$ cat config.mk
export PLATFORM = sky130hd
export DESIGN_NAME = ssd_scan_driver
export DESIGN_NICKNAME = d
export VERILOG_FILES = /design/src/rtl/ssd_scan_driver.sv
export SDC_FILE = /design/constraint.sdc
export NUM_CORES = 1
export LEC_CHECK = 0
export ABC_CLOCK_PERIOD_IN_PS = 4059
export CAP_MARGIN = 15
export CORE_MARGIN = 2
export CORE_UTILIZATION = 57
export DETAILED_ROUTE_END_ITERATION = 12
export PLACE_DENSITY = 0.82
export SYNTH_ARGS = -nofsm -noshare
export SYNTH_HDL_FRONTEND = slang
export SYNTH_SLANG_ARGS = --single-unit
$ cat constraint.sdc
create_clock -name ssd_scan_driver_port_clk -period 4.06 [get_ports ssd_scan_driver_port_clk]
set_input_delay 0.609 -clock ssd_scan_driver_port_clk [delete_from_list [all_inputs] [get_ports ssd_scan_driver_port_clk]]
set_output_delay 0.609 -clock ssd_scan_driver_port_clk [all_outputs]
set_load 0.02 [all_outputs]
$ cat src/rtl/ssd_scan_driver.sv
// Multiplexed seven-segment driver for NUM_DIGITS common-anode digits.
// Ports: clk/rst_n, inp/idp/en/lzb/bright/load in; cc/odp/an/idx/frame out (active-low pins).
module ssd_scan_driver #(
  parameter int NUM_DIGITS  = 8,
  parameter int REFRESH_DIV = 100000,
  parameter int BRIGHT_W    = 4,
  parameter int IDX_W       = $clog2(NUM_DIGITS)
) (
  input  logic                    ssd_scan_driver_port_clk,
  input  logic                    ssd_scan_driver_port_rst_n,
  input  logic [4*NUM_DIGITS-1:0] ssd_scan_driver_port_inp,
  input  logic [NUM_DIGITS-1:0]   ssd_scan_driver_port_idp,
  input  logic [NUM_DIGITS-1:0]   ssd_scan_driver_port_en,
  input  logic                    ssd_scan_driver_port_lzb,
  input  logic [BRIGHT_W-1:0]     ssd_scan_driver_port_bright,
  input  logic                    ssd_scan_driver_port_load,
  output logic [6:0]              ssd_scan_driver_port_cc,
  output logic                    ssd_scan_driver_port_odp,
  output logic [NUM_DIGITS-1:0]   ssd_scan_driver_port_an,
  output logic [IDX_W-1:0]        ssd_scan_driver_port_idx,
  output logic                    ssd_scan_driver_port_frame
);

  localparam int PRE_W = $clog2(REFRESH_DIV);

  logic                         clk;
  logic                         rst_n;
  logic [PRE_W-1:0]             r_pre;
  logic [IDX_W-1:0]             r_idx;
  logic                         r_frame;
  logic [BRIGHT_W-1:0]          r_phase;
  logic [BRIGHT_W-1:0]          r_bright;
  logic [NUM_DIGITS-1:0][3:0]   r_nib;
  logic [NUM_DIGITS-1:0]        r_dp;
  logic [NUM_DIGITS-1:0]        r_mask;
  logic [NUM_DIGITS-1:0]        r_an;
  logic [6:0]                   r_cc;
  logic                         r_odp;

  logic                         w_tick;
  logic                         w_last;
  logic [NUM_DIGITS-1:0]        w_mask;
  logic                         w_stop;
  logic [3:0]                   w_nib;
  logic [6:0]                   w_seg;
  logic                         w_lit;
  logic [NUM_DIGITS-1:0]        w_an;
  logic [6:0]                   w_cc;
  logic                         w_odp;

  assign clk   = ssd_scan_driver_port_clk;
  assign rst_n = ssd_scan_driver_port_rst_n;

  assign w_tick = (r_pre == PRE_W'(REFRESH_DIV - 1));
  assign w_last = (r_idx == IDX_W'(NUM_DIGITS - 1));

  // Blank from the top digit down while it shows nothing (0, no dp);
  // digit 0 is always kept.
  always_comb begin
    w_mask = ssd_scan_driver_port_en;
    w_stop = 1'b0;
    if (ssd_scan_driver_port_lzb) begin
      for (int k = NUM_DIGITS - 1; k > 0; k--) begin
        if (!w_stop &&
            ssd_scan_driver_port_inp[4*k +: 4] == 4'd0 &&
            !ssd_scan_driver_port_idp[k]) begin
          w_mask[k] = 1'b0;
        end else begin
          w_stop = 1'b1;
        end
      end
    end
  end

  always_ff @(posedge clk or negedge rst_n) begin
    if (!rst_n) begin
      r_nib    <= '0;
      r_dp     <= '0;
      r_mask   <= '0;
      r_bright <= '1;
    end else if (ssd_scan_driver_port_load) begin
      r_nib    <= ssd_scan_driver_port_inp;
      r_dp     <= ssd_scan_driver_port_idp;
      r_mask   <= w_mask;
      r_bright <= ssd_scan_driver_port_bright;
    end
  end

  always_ff @(posedge clk or negedge rst_n) begin
    if (!rst_n) begin
      r_pre   <= '0;
      r_idx   <= '0;
      r_frame <= 1'b0;
      r_phase <= '0;
    end else begin
      r_phase <= r_phase + 1'b1;
      r_frame <= w_tick && w_last;
      if (w_tick) begin
        r_pre <= '0;
        r_idx <= w_last ? '0 : r_idx + 1'b1;
      end else begin
        r_pre <= r_pre + 1'b1;
      end
    end
  end

  assign w_nib = r_nib[r_idx];

  always_comb begin
    w_seg = 7'h7F;
    unique case (w_nib)
      4'h0: w_seg = 7'h40;
      4'h1: w_seg = 7'h79;
      4'h2: w_seg = 7'h24;
      4'h3: w_seg = 7'h30;
      4'h4: w_seg = 7'h19;
      4'h5: w_seg = 7'h12;
      4'h6: w_seg = 7'h02;
      4'h7: w_seg = 7'h78;
      4'h8: w_seg = 7'h00;
      4'h9: w_seg = 7'h10;
      4'hA: w_seg = 7'h08;
      4'hB: w_seg = 7'h03;
      4'hC: w_seg = 7'h46;
      4'hD: w_seg = 7'h21;
      4'hE: w_seg = 7'h06;
      4'hF: w_seg = 7'h0E;
    endcase
  end

  // All-ones brightness is fully on, so the phase compare never darkens it.
  assign w_lit = r_mask[r_idx] &&
                 ((r_phase < r_bright) || (&r_bright));

  always_comb begin
    w_an  = '1;
    w_cc  = 7'h7F;
    w_odp = 1'b1;
    if (w_lit) begin
      w_an[r_idx] = 1'b0;
      w_cc        = w_seg;
      w_odp       = ~r_dp[r_idx];
    end
  end

  always_ff @(posedge clk or negedge rst_n) begin
    if (!rst_n) begin
      r_an  <= '1;
      r_cc  <= 7'h7F;
      r_odp <= 1'b1;
    end else begin
      r_an  <= w_an;
      r_cc  <= w_cc;
      r_odp <= w_odp;
    end
  end

  assign ssd_scan_driver_port_an    = r_an;
  assign ssd_scan_driver_port_cc    = r_cc;
  assign ssd_scan_driver_port_odp   = r_odp;
  assign ssd_scan_driver_port_idx   = r_idx;
  assign ssd_scan_driver_port_frame = r_frame;

endmodule

; ---- After elaboration in Yosys (flattened, before gate mapping)
; Memory sizes are Yosys's and may differ from the RTL's.
; Cells that the tools add are included.
[totals]
reg_bits = 93
n_memories = 1
output_inout_bits = 20
input_bits = 56
mem_bits_ro = 112
[mem_list]
columns = name, words, word_bits, read_ports, rd_clocked_by_memory_dff, write_ports, line
row1 = (name not given), 16, 7, 1, 0, 0, 111  ; unique case (w_nib)
[op_classes]
bitwise = 2
n_lt_le_gt_ge = 3
muxes = 33
reduce_logical = 38
addsub = 3
n_eq_ne = 2
[op_table]
columns = operator, n
row1 = $logic_not 4->1, 7
row2 = $mux 1, 23
row3 = $add 17x1->17 const B, 1
row4 = $eq 17x17->1 const B, 1
row5 = $mux 17, 1
row6 = $logic_and 1x1->1, 16
row7 = $mux 7, 2
row8 = $logic_not 1->1, 13
row9 = $bmux 4 s3, 1
row10 = $mux 8, 1
row11 = $not 8->8, 1
row12 = $bmux 1 s3, 2
row13 = $add 4x1->4 const B, 1
row14 = $lt 3x4->1 const B, 1
row15 = $lt 4x4->1, 1
row16 = $mux 4, 1
row17 = $reduce_and 4->1, 1
row18 = $add 3x1->3 const B, 1
row19 = $demux 1 s3, 1
row20 = $eq 3x3->1 const B, 1
row21 = $ge 3x1->1 const B, 1
row22 = $mux 3, 1
row23 = $logic_or 1x1->1, 1
row24 = $not 1->1, 1

; ---- Longest topological paths before layout
; Gate-level depths: netlist (run 1).
[depth]
depth_word = 34
depth_mapped = 12

; ---- Worst setup path before layout (run 1)
; Ideal clock, no wire load.
[synth_path]
kind = register to register
startpoint = register r_idx[0] (netlist: ssd_scan_driver_port_idx[0])
endpoint = register r_cc[3] (netlist: ssd_scan_driver_port_cc[3])
setup_ns = 0.060
required_ns = 4.000
arrival_time_ns = 2.319
slack_ns = 1.681
path_stages_with_launch = 12
path_cell_list = dfrtp_1 buf_2 clkbuf_1 nand3_1 o311a_1 o22ai_1 inv_1 ha_1 inv_1 mux2i_1 mux2_2 nand2_1
[synth_via]
elab_chain_len = 4
word_cells_on_any_way = 7
[synth_lines]
columns = item, line
row1 = "start, declared", 29  ; logic [IDX_W-1:0] r_idx;
row2 = "start signal, assigned", 100  ; r_idx <= w_last ? '0 : r_idx + 1'b1;
row3 = $bmux 4 s3 / $bmux 1 s3 (equally long branches), "107, 132"
row4 = $mux 4 (implied by the code) / $mux 1 (equally long branches), "107, 132"
row5 = $mem_v2 16x7 / $logic_and 1x1->1 (equally long branches), n/a
row6 = $mux 7 *, 139  ; if (w_lit) begin
row7 = net w_cc[3], 48  ; logic [6:0] w_cc;
row8 = "end signal, assigned", 153  ; r_cc <= w_cc;
row9 = "end, declared", 37  ; logic [6:0] r_cc;
; The timed path passes the listed nets; every way through them passes the cells marked *. The select of a mux whose other input is x is not followed.
; A chain may end at the register's enable or synchronous reset.

; ---- Worst setup path after layout (run 1)
[layout_path]
startpoint = register r_idx[1] (netlist: ssd_scan_driver_port_idx[1])
endpoint = register r_cc[3] (netlist: ssd_scan_driver_port_cc[3])
; The elaborated chain is that of the path after synthesis.

==> results of run 1 <==
-- power groups by stage --
stage / sequential (mW) / clock, mW / combinational [mW]
2_1_floorplan: 1.06 / 0 / 0.138
3_3_place_gp: 1.05 / 0 / 0.280
3_5_place_dp: 1.05 / 0 / 0.288
4_1_cts: 1.04 / 0.607 / 0.289
5_1_grt: 1.04 / 0.646 / 0.314
6_report: 1.04 / 0.596 / 0.289
-- kinds of logic (layout without fill, tap and decap cells) --
kind of cell | count (synthesis) | after routing | share of synthesized area
AND/OR/NAND/NOR | 96 | 96 | 0.1167
flip-flops | 93 | 93 | 0.5326
multiplexers | 65 | 65 | 0.1887
buffers and inverters | 38 | 114 | 0.03711
AO/OA/AOI/OAI | 33 | 33 | 0.05439
XOR/XNOR | 17 | 17 | 0.03371
adder cells (fa/ha/maj) | 13 | 13 | 0.03683
-- final cells by class --
cell class	count	area, um^2	share of cell area
Inverter	19	71.32	0.01315
Multi-Input combinational cell	224	1901	0.3505
Sequential cell	93	2352	0.4338
Tap cell	102	127.6	0.02353
Timing Repair Buffer	79	785.8	0.1449
Clock inverter	4	50.05	0.009229
Clock buffer	12	135.1	0.02492
-- metal layers --
| metal | share of wire | GRT usage | vias to the layer above |
|---|---|---|---|
| li1 | - | - | 1413 |
| met1 | 0.45 | 0.3326 | 1509 |
| met2 | 0.49 | 0.3873 | 67 |
| met3 | 0.035 | 0.04601 | 19 |
| met4 | 0.022 | 0.08333 | 0 |
| met5 | 0 | 0 | - |
-- worst max-delay path: stages (launching register included) --
cell and delay [ns]:
dfrtp_1 1.04, mux4_2 0.60, nand2_1 0.08, nand2_1 0.16, inv_1 0.16, ha_1 0.24, inv_1 0.07, mux2i_1 0.07
mux2_2 0.27, nand2_1 0.06
-- per-stage QoR --
stage               worst slack, ns  power [mW]
global placement              1.331       1.330
global route                 0.9225       2.004
CTS                           1.233       1.932
detailed placement            1.266       1.341
floorplan                     1.681       1.197
finish                        1.248       1.921
-- layout by cell type, fill, tap and decap left out, types with 3 or more instances in the layout --
cell type	netlist	final
clkdlybuf4s50_1	0	73
dfrtp_1	73	73
mux2_2	46	46
nand2_1	20	20
dfstp_2	20	20
inv_1	19	19
nor2_1	19	19
nand3_1	17	17
ha_1	13	13
nand4_1	11	11
xnor2_1	9	9
mux2i_1	9	9
o21ai_0	9	9
clkbuf_8	0	9
mux4_2	8	8
xor2_1	8	8
nor3_1	4	4
o22ai_1	4	4
nand2b_1	4	4
o221ai_1	4	4
or4_1	4	4
buf_4	1	4
nor2b_1	3	3
and3_1	3	3
a311oi_1	3	3
clkbuf_1	7	3
-- sequential cells by signal, indices dropped and copies added (netlist names) --
signal / count
r_nib: 32
r_pre: 17
r_dp: 8
r_mask: 8
ssd_scan_driver_port_an: 8
ssd_scan_driver_port_cc: 7
r_bright: 4
r_phase: 4
ssd_scan_driver_port_idx: 3
ssd_scan_driver_port_frame: 1
ssd_scan_driver_port_odp: 1
-- how the worst max path moves through the flow --
stage	startpoint	to	slack, ns	cells after the start
floorplan	ssd_scan_driver_port_idx[0]	ssd_scan_driver_port_cc[3]	1.68	11
global placement	ssd_scan_driver_port_idx[1]	ssd_scan_driver_port_cc[3]	1.33	9
detailed placement	ssd_scan_driver_port_idx[1]	ssd_scan_driver_port_cc[3]	1.27	9
CTS	ssd_scan_driver_port_idx[1]	ssd_scan_driver_port_idx[1]	1.23	1
global route	ssd_scan_driver_port_idx[1]	ssd_scan_driver_port_cc[6]	0.92	3
finish	ssd_scan_driver_port_idx[1]	ssd_scan_driver_port_cc[3]	1.25	9
==> results.txt, run 1 <==
Rows: 32
CP Capture Type: flop
post-route clock skew: 0.01284 ns
H-tree depth: 3
Netlist cell types: 48
wirelength, routed: 9256 um
final setup violation count: 0
Post-synth EDFFs: 0
Syn Inst Count: 355
global route overflow: 0
layout cells sized above 1: 0.2343
reg-to-reg startpoint: ssd_scan_driver_port_idx[1]
Max VDD drop: 0.2385 mV
Final Max Tran Viols: 0
Post-DP HPWL: 6872 um
internal cell power: 1.443 mW
vias per cell: 5.644
setup_tns: 0 ns
Fillers: 528
crit share post-route: 0.6926
Wirelength per Cell: 17.37 um
worst slew pin tran: 1.042 ns
Area Growth Syn to Fin: 22.78%
sequential power share: 0.539
die height: 92.03 um
Die X: 92.03 um
Peak Freq: 0.3556 GHz
number of diodes: 0
Max FO, Critical Path: 27
vias post-DR: 3008
Layout Cells excl Fill: 533
CTS Buffer Depth: 2
setup bufs post-CTS: 0
crit path DAT: 3.12 ns
number of global-route vias before repair: 3102
hold buffers post-CTS: 0
Switching Share: 0.2486
mapped cell area: 4417 um^2
worst skew pair latency: 0.37 ns
post-synth top area cell: dfrtp_1
leading post-synthesis cells by instance count: dfrtp_1 (73), mux2_2 (46), dfstp_2 (20), nand2_1 (20)
# DRC: 0
outcome: finished, final reports clean
sequential element share of the synthesized area: 0.5326
Net Count, Synth: 424
GRT Total Usage: 0.2411
pwr/cell area: 354.2 nW/um^2
final core occ: 0.7128
Top FF cell, synth: dfrtp_1
Logic pwr share: 0.150
CP Launch Type: flop
Synth Register Bits: 93
Final Hold Vio Count: 0
Async S/R FF share, synth: 1.000
Leak: 2.259 nW
post_cts resized: 0
initial core utilization: 0.5806
Hold Path Class: input pin to async pin
clock slew at reported path FFs: 0.09 ns
CTS tree: yes
CORE AREA: 7607 um^2
Max-Cap Viols: 0
Synth top area share: 0.4136
largest cells by area after synthesis: dfrtp_1 (41%), dfstp_2 (12%), mux2_2 (12%), mux4_2 (4.1%), ha_1 (3.7%)
unrepaired setup endpoints after global routing: false
NetSw: 0.4775 mW
DRT iter0 DRCs: 204
Min Hold Slack: 0.3010 ns
most common cell in the netlist: dfrtp_1
# nets final: 495
Rel. slew slack: 0.3050
count of input and output buffers: 75
first-pass GRT wire length: 15610 um
final instance area: 5423 um^2
kind of critical path: flop to flop
clk root buf: clkbuf_8
antenna violation net count after detailed routing: 0
Yosys Warn Count: 0
GP Congestion: 0.8158
crit path time final: 2.812 ns
TritonCTS buffer count: 9
RR Endpoint: ssd_scan_driver_port_cc[3]
Mean Syn Cell Area: 12.44 um^2
Inst Count DP: 516
initial antenna violation count: 0
Die Area: 8469 um^2
R2R setup slack: 1.25 ns
largest net degree at the start of global routing: 66
area post-placement: 5218 um^2
Critical Path RT: 4.37 ns
Clk pwr share: 0.310
first drt pass iteration count: 4
# clock sinks: 93
IO Count: 76
worst r2r path cells: 9
Note: power is estimated with default switching activity, not from simulation.
==> inputs of run 2 (changes only) <==
==> config.mk (replaced) <==
export PLATFORM = sky130hd
export DESIGN_NAME = ssd_scan_driver
export DESIGN_NICKNAME = d
export VERILOG_FILES = /design/src/rtl/ssd_scan_driver.sv
export SDC_FILE = /design/constraint.sdc
export NUM_CORES = 1
export LEC_CHECK = 0
export ABC_CLOCK_PERIOD_IN_PS = 2600
export CAP_MARGIN = 15
export CORE_MARGIN = 2
export CORE_UTILIZATION = 53
export DETAILED_ROUTE_END_ITERATION = 12
export PLACE_DENSITY = 0.77
export SYNTH_ARGS = -nofsm -noshare
export SYNTH_HDL_FRONTEND = slang
export SYNTH_SLANG_ARGS = --single-unit
==> constraint.sdc (replaced) <==
create_clock -name ssd_scan_driver_port_clk -period 2.6 [get_ports ssd_scan_driver_port_clk]
set_input_delay 0.39 -clock ssd_scan_driver_port_clk [delete_from_list [all_inputs] [get_ports ssd_scan_driver_port_clk]]
set_output_delay 0.39 -clock ssd_scan_driver_port_clk [all_outputs]
set_load 0.02 [all_outputs]
==> run 2 against run 1 <==
  * Power rose by 59%
  * Clock power up 64%
  * Routed wire length grew 0.95%
  * Flip-flop and latch count stayed put
  * Largest cell class unchanged
==> results.txt, run 2 (synthesized netlist as in run 1, its figures left out) <==
outcome: finished, final reports clean
Hold Path Class: input pin to async pin
unrepaired setup endpoints after global routing: false
# nets final: 505
Area Growth Syn to Fin: 25.18%
largest registers: r_nib (32), r_pre (17)
reg-to-reg startpoint: ssd_scan_driver_port_idx[2]
Most Frequent Cell on Critical Path: inv_1
GP Congestion: 0.8594
H-tree depth: 3
Rows: 33
Fillers: 627
R2R setup slack: 0.34 ns
TritonCTS buffer count: 9
die height: 95.29 um
Max VDD drop: 0.2794 mV
hold buffers post-CTS: 0
final core occ: 0.6797
vias post-DR: 3053
crit path DAT: 2.57 ns
CP Launch Type: flop
Peak Freq: 0.4420 GHz
pwr/cell area: 552.1 nW/um^2
CP max stage delay: 0.61 ns
IO Count: 76
Max FO, Critical Path: 13
GRT Total Usage: 0.2214
clock slew at reported path FFs: 0.09 ns
setup_tns: 0 ns
Post-DP HPWL: 7024 um
Min Hold Slack: 0.03895 ns
Max-Cap Viols: 0
Critical Path RT: 2.90 ns
Layout Cells excl Fill: 546
wirelength, routed: 9344 um
area post-placement: 5329 um^2
vias per cell: 5.592
RR Endpoint: ssd_scan_driver_port_cc[3]
Inst Count DP: 530
ordered cell list for the critical path: inv_1 > a311oi_1 > o22ai_1 > inv_1 > ha_1 > inv_1 > mux2i_1 > mux2_2 > nand2_1
Final Hold Vio Count: 0
number of diodes: 0
Wirelength per Cell: 17.11 um
antenna violation net count after detailed routing: 0
crit share post-route: 0.8701
kind of critical path: flop to flop
CTS tree: yes
setup bufs post-CTS: 0
max reg flops: 32
register with the most flip-flops: r_nib
Critical-path top delay cell: dfrtp_1
Rel. slew slack: 0.5991
first-pass GRT wire length: 14980 um
clk root buf: clkbuf_8
most frequent cells in the layout: clkdlybuf4s50_1 (73), dfrtp_1 (73), mux2_2 (46), nand2_1 (20), dfstp_2 (20)
CORE AREA: 8134 um^2
Leak: 2.335 nW
Die X: 95.29 um
global route overflow: 0
crit path time final: 2.262 ns
number of global-route vias before repair: 2953
final instance area: 5529 um^2
initial antenna violation count: 0
layout cells sized above 1: 0.2562
# DRC: 0
DRT iter0 DRCs: 108
CP Capture Type: flop
post-route clock skew: 0.004746 ns
CTS Buffer Depth: 2
worst r2r path cells: 9
initial core utilization: 0.5430
# clock sinks: 93
largest net degree at the start of global routing: 47
count of input and output buffers: 75
post_cts resized: 0
Die Area: 9079 um^2
final setup violation count: 0
Final Max Tran Viols: 0
first drt pass iteration count: 4
worst slew pin tran: 0.6014 ns
worst skew pair latency: 0.35 ns
-- run 2: cell types whose count changed in the layout (fill, tap and decap cells not counted) --
| cell | delta |
|---|---|
| clkinvlp_4 | -2 |
| clkbuf_8 | +2 |
| clkinv_1 | +1 |
| buf_12 | +1 |
| buf_4 | +9 |
| clkbuf_1 | -3 |
| clkinv_2 | +2 |
-- run 2: worst max path at each step --
stage                                      start                          to  cells past startpoint
global placement    ssd_scan_driver_port_inp[29]                   r_mask[1]                      6
CTS                  ssd_scan_driver_port_idx[1]  ssd_scan_driver_port_cc[3]                      5
detailed placement  ssd_scan_driver_port_inp[29]                   r_mask[1]                      6
global route         ssd_scan_driver_port_idx[2]  ssd_scan_driver_port_cc[3]                      9
floorplan            ssd_scan_driver_port_idx[0]  ssd_scan_driver_port_cc[3]                     11
finish               ssd_scan_driver_port_idx[2]  ssd_scan_driver_port_cc[3]                      9
-- run 2: where the power goes --
group	leakage, nW	internal [mW]	switching (mW)
Clock	0.107	0.489	0.489
Combinational	1.12	0.251	0.209
Sequential	1.11	1.57	0.0489
-- run 2: cell type report --
class                           instances  area, um^2  area share
Clock buffer                           11       151.4     0.02738
Clock inverter                          5       48.80    0.008826
Inverter                               19       71.32     0.01290
Multi-Input combinational cell        224        1901      0.3437
Sequential cell                        93        2352      0.4254
Tap cell                              105       131.4     0.02376
Timing Repair Buffer                   89       873.3      0.1580
-- run 2: through the flow --
stage | power, mW | setup slack, ns
2_1_floorplan | 1.870 | 0.2208
4_1_cts | 3.075 | 0.3251
6_report | 3.053 | 0.3377
3_5_place_dp | 2.105 | 0.09503
5_1_grt | 3.193 | 0.1018
3_3_place_gp | 2.088 | 0.1623
-- run 2: routing by layer --
metal | GRT usage | share of wire
met3 | 0.03083 | 0.036
met2 | 0.3404 | 0.49
met5 | 0 | 0
met4 | 0.08454 | 0.017
met1 | 0.3215 | 0.46
-- run 2: worst max-delay path, delay by kind of cell, from the launching register on --
kind | cells | cell delay, ns
flops | 1 | 0.61
compound gates | 2 | 0.54
buf+inv | 3 | 0.41
mux | 2 | 0.35
fa+ha+maj | 1 | 0.24
simple gates | 1 | 0.07
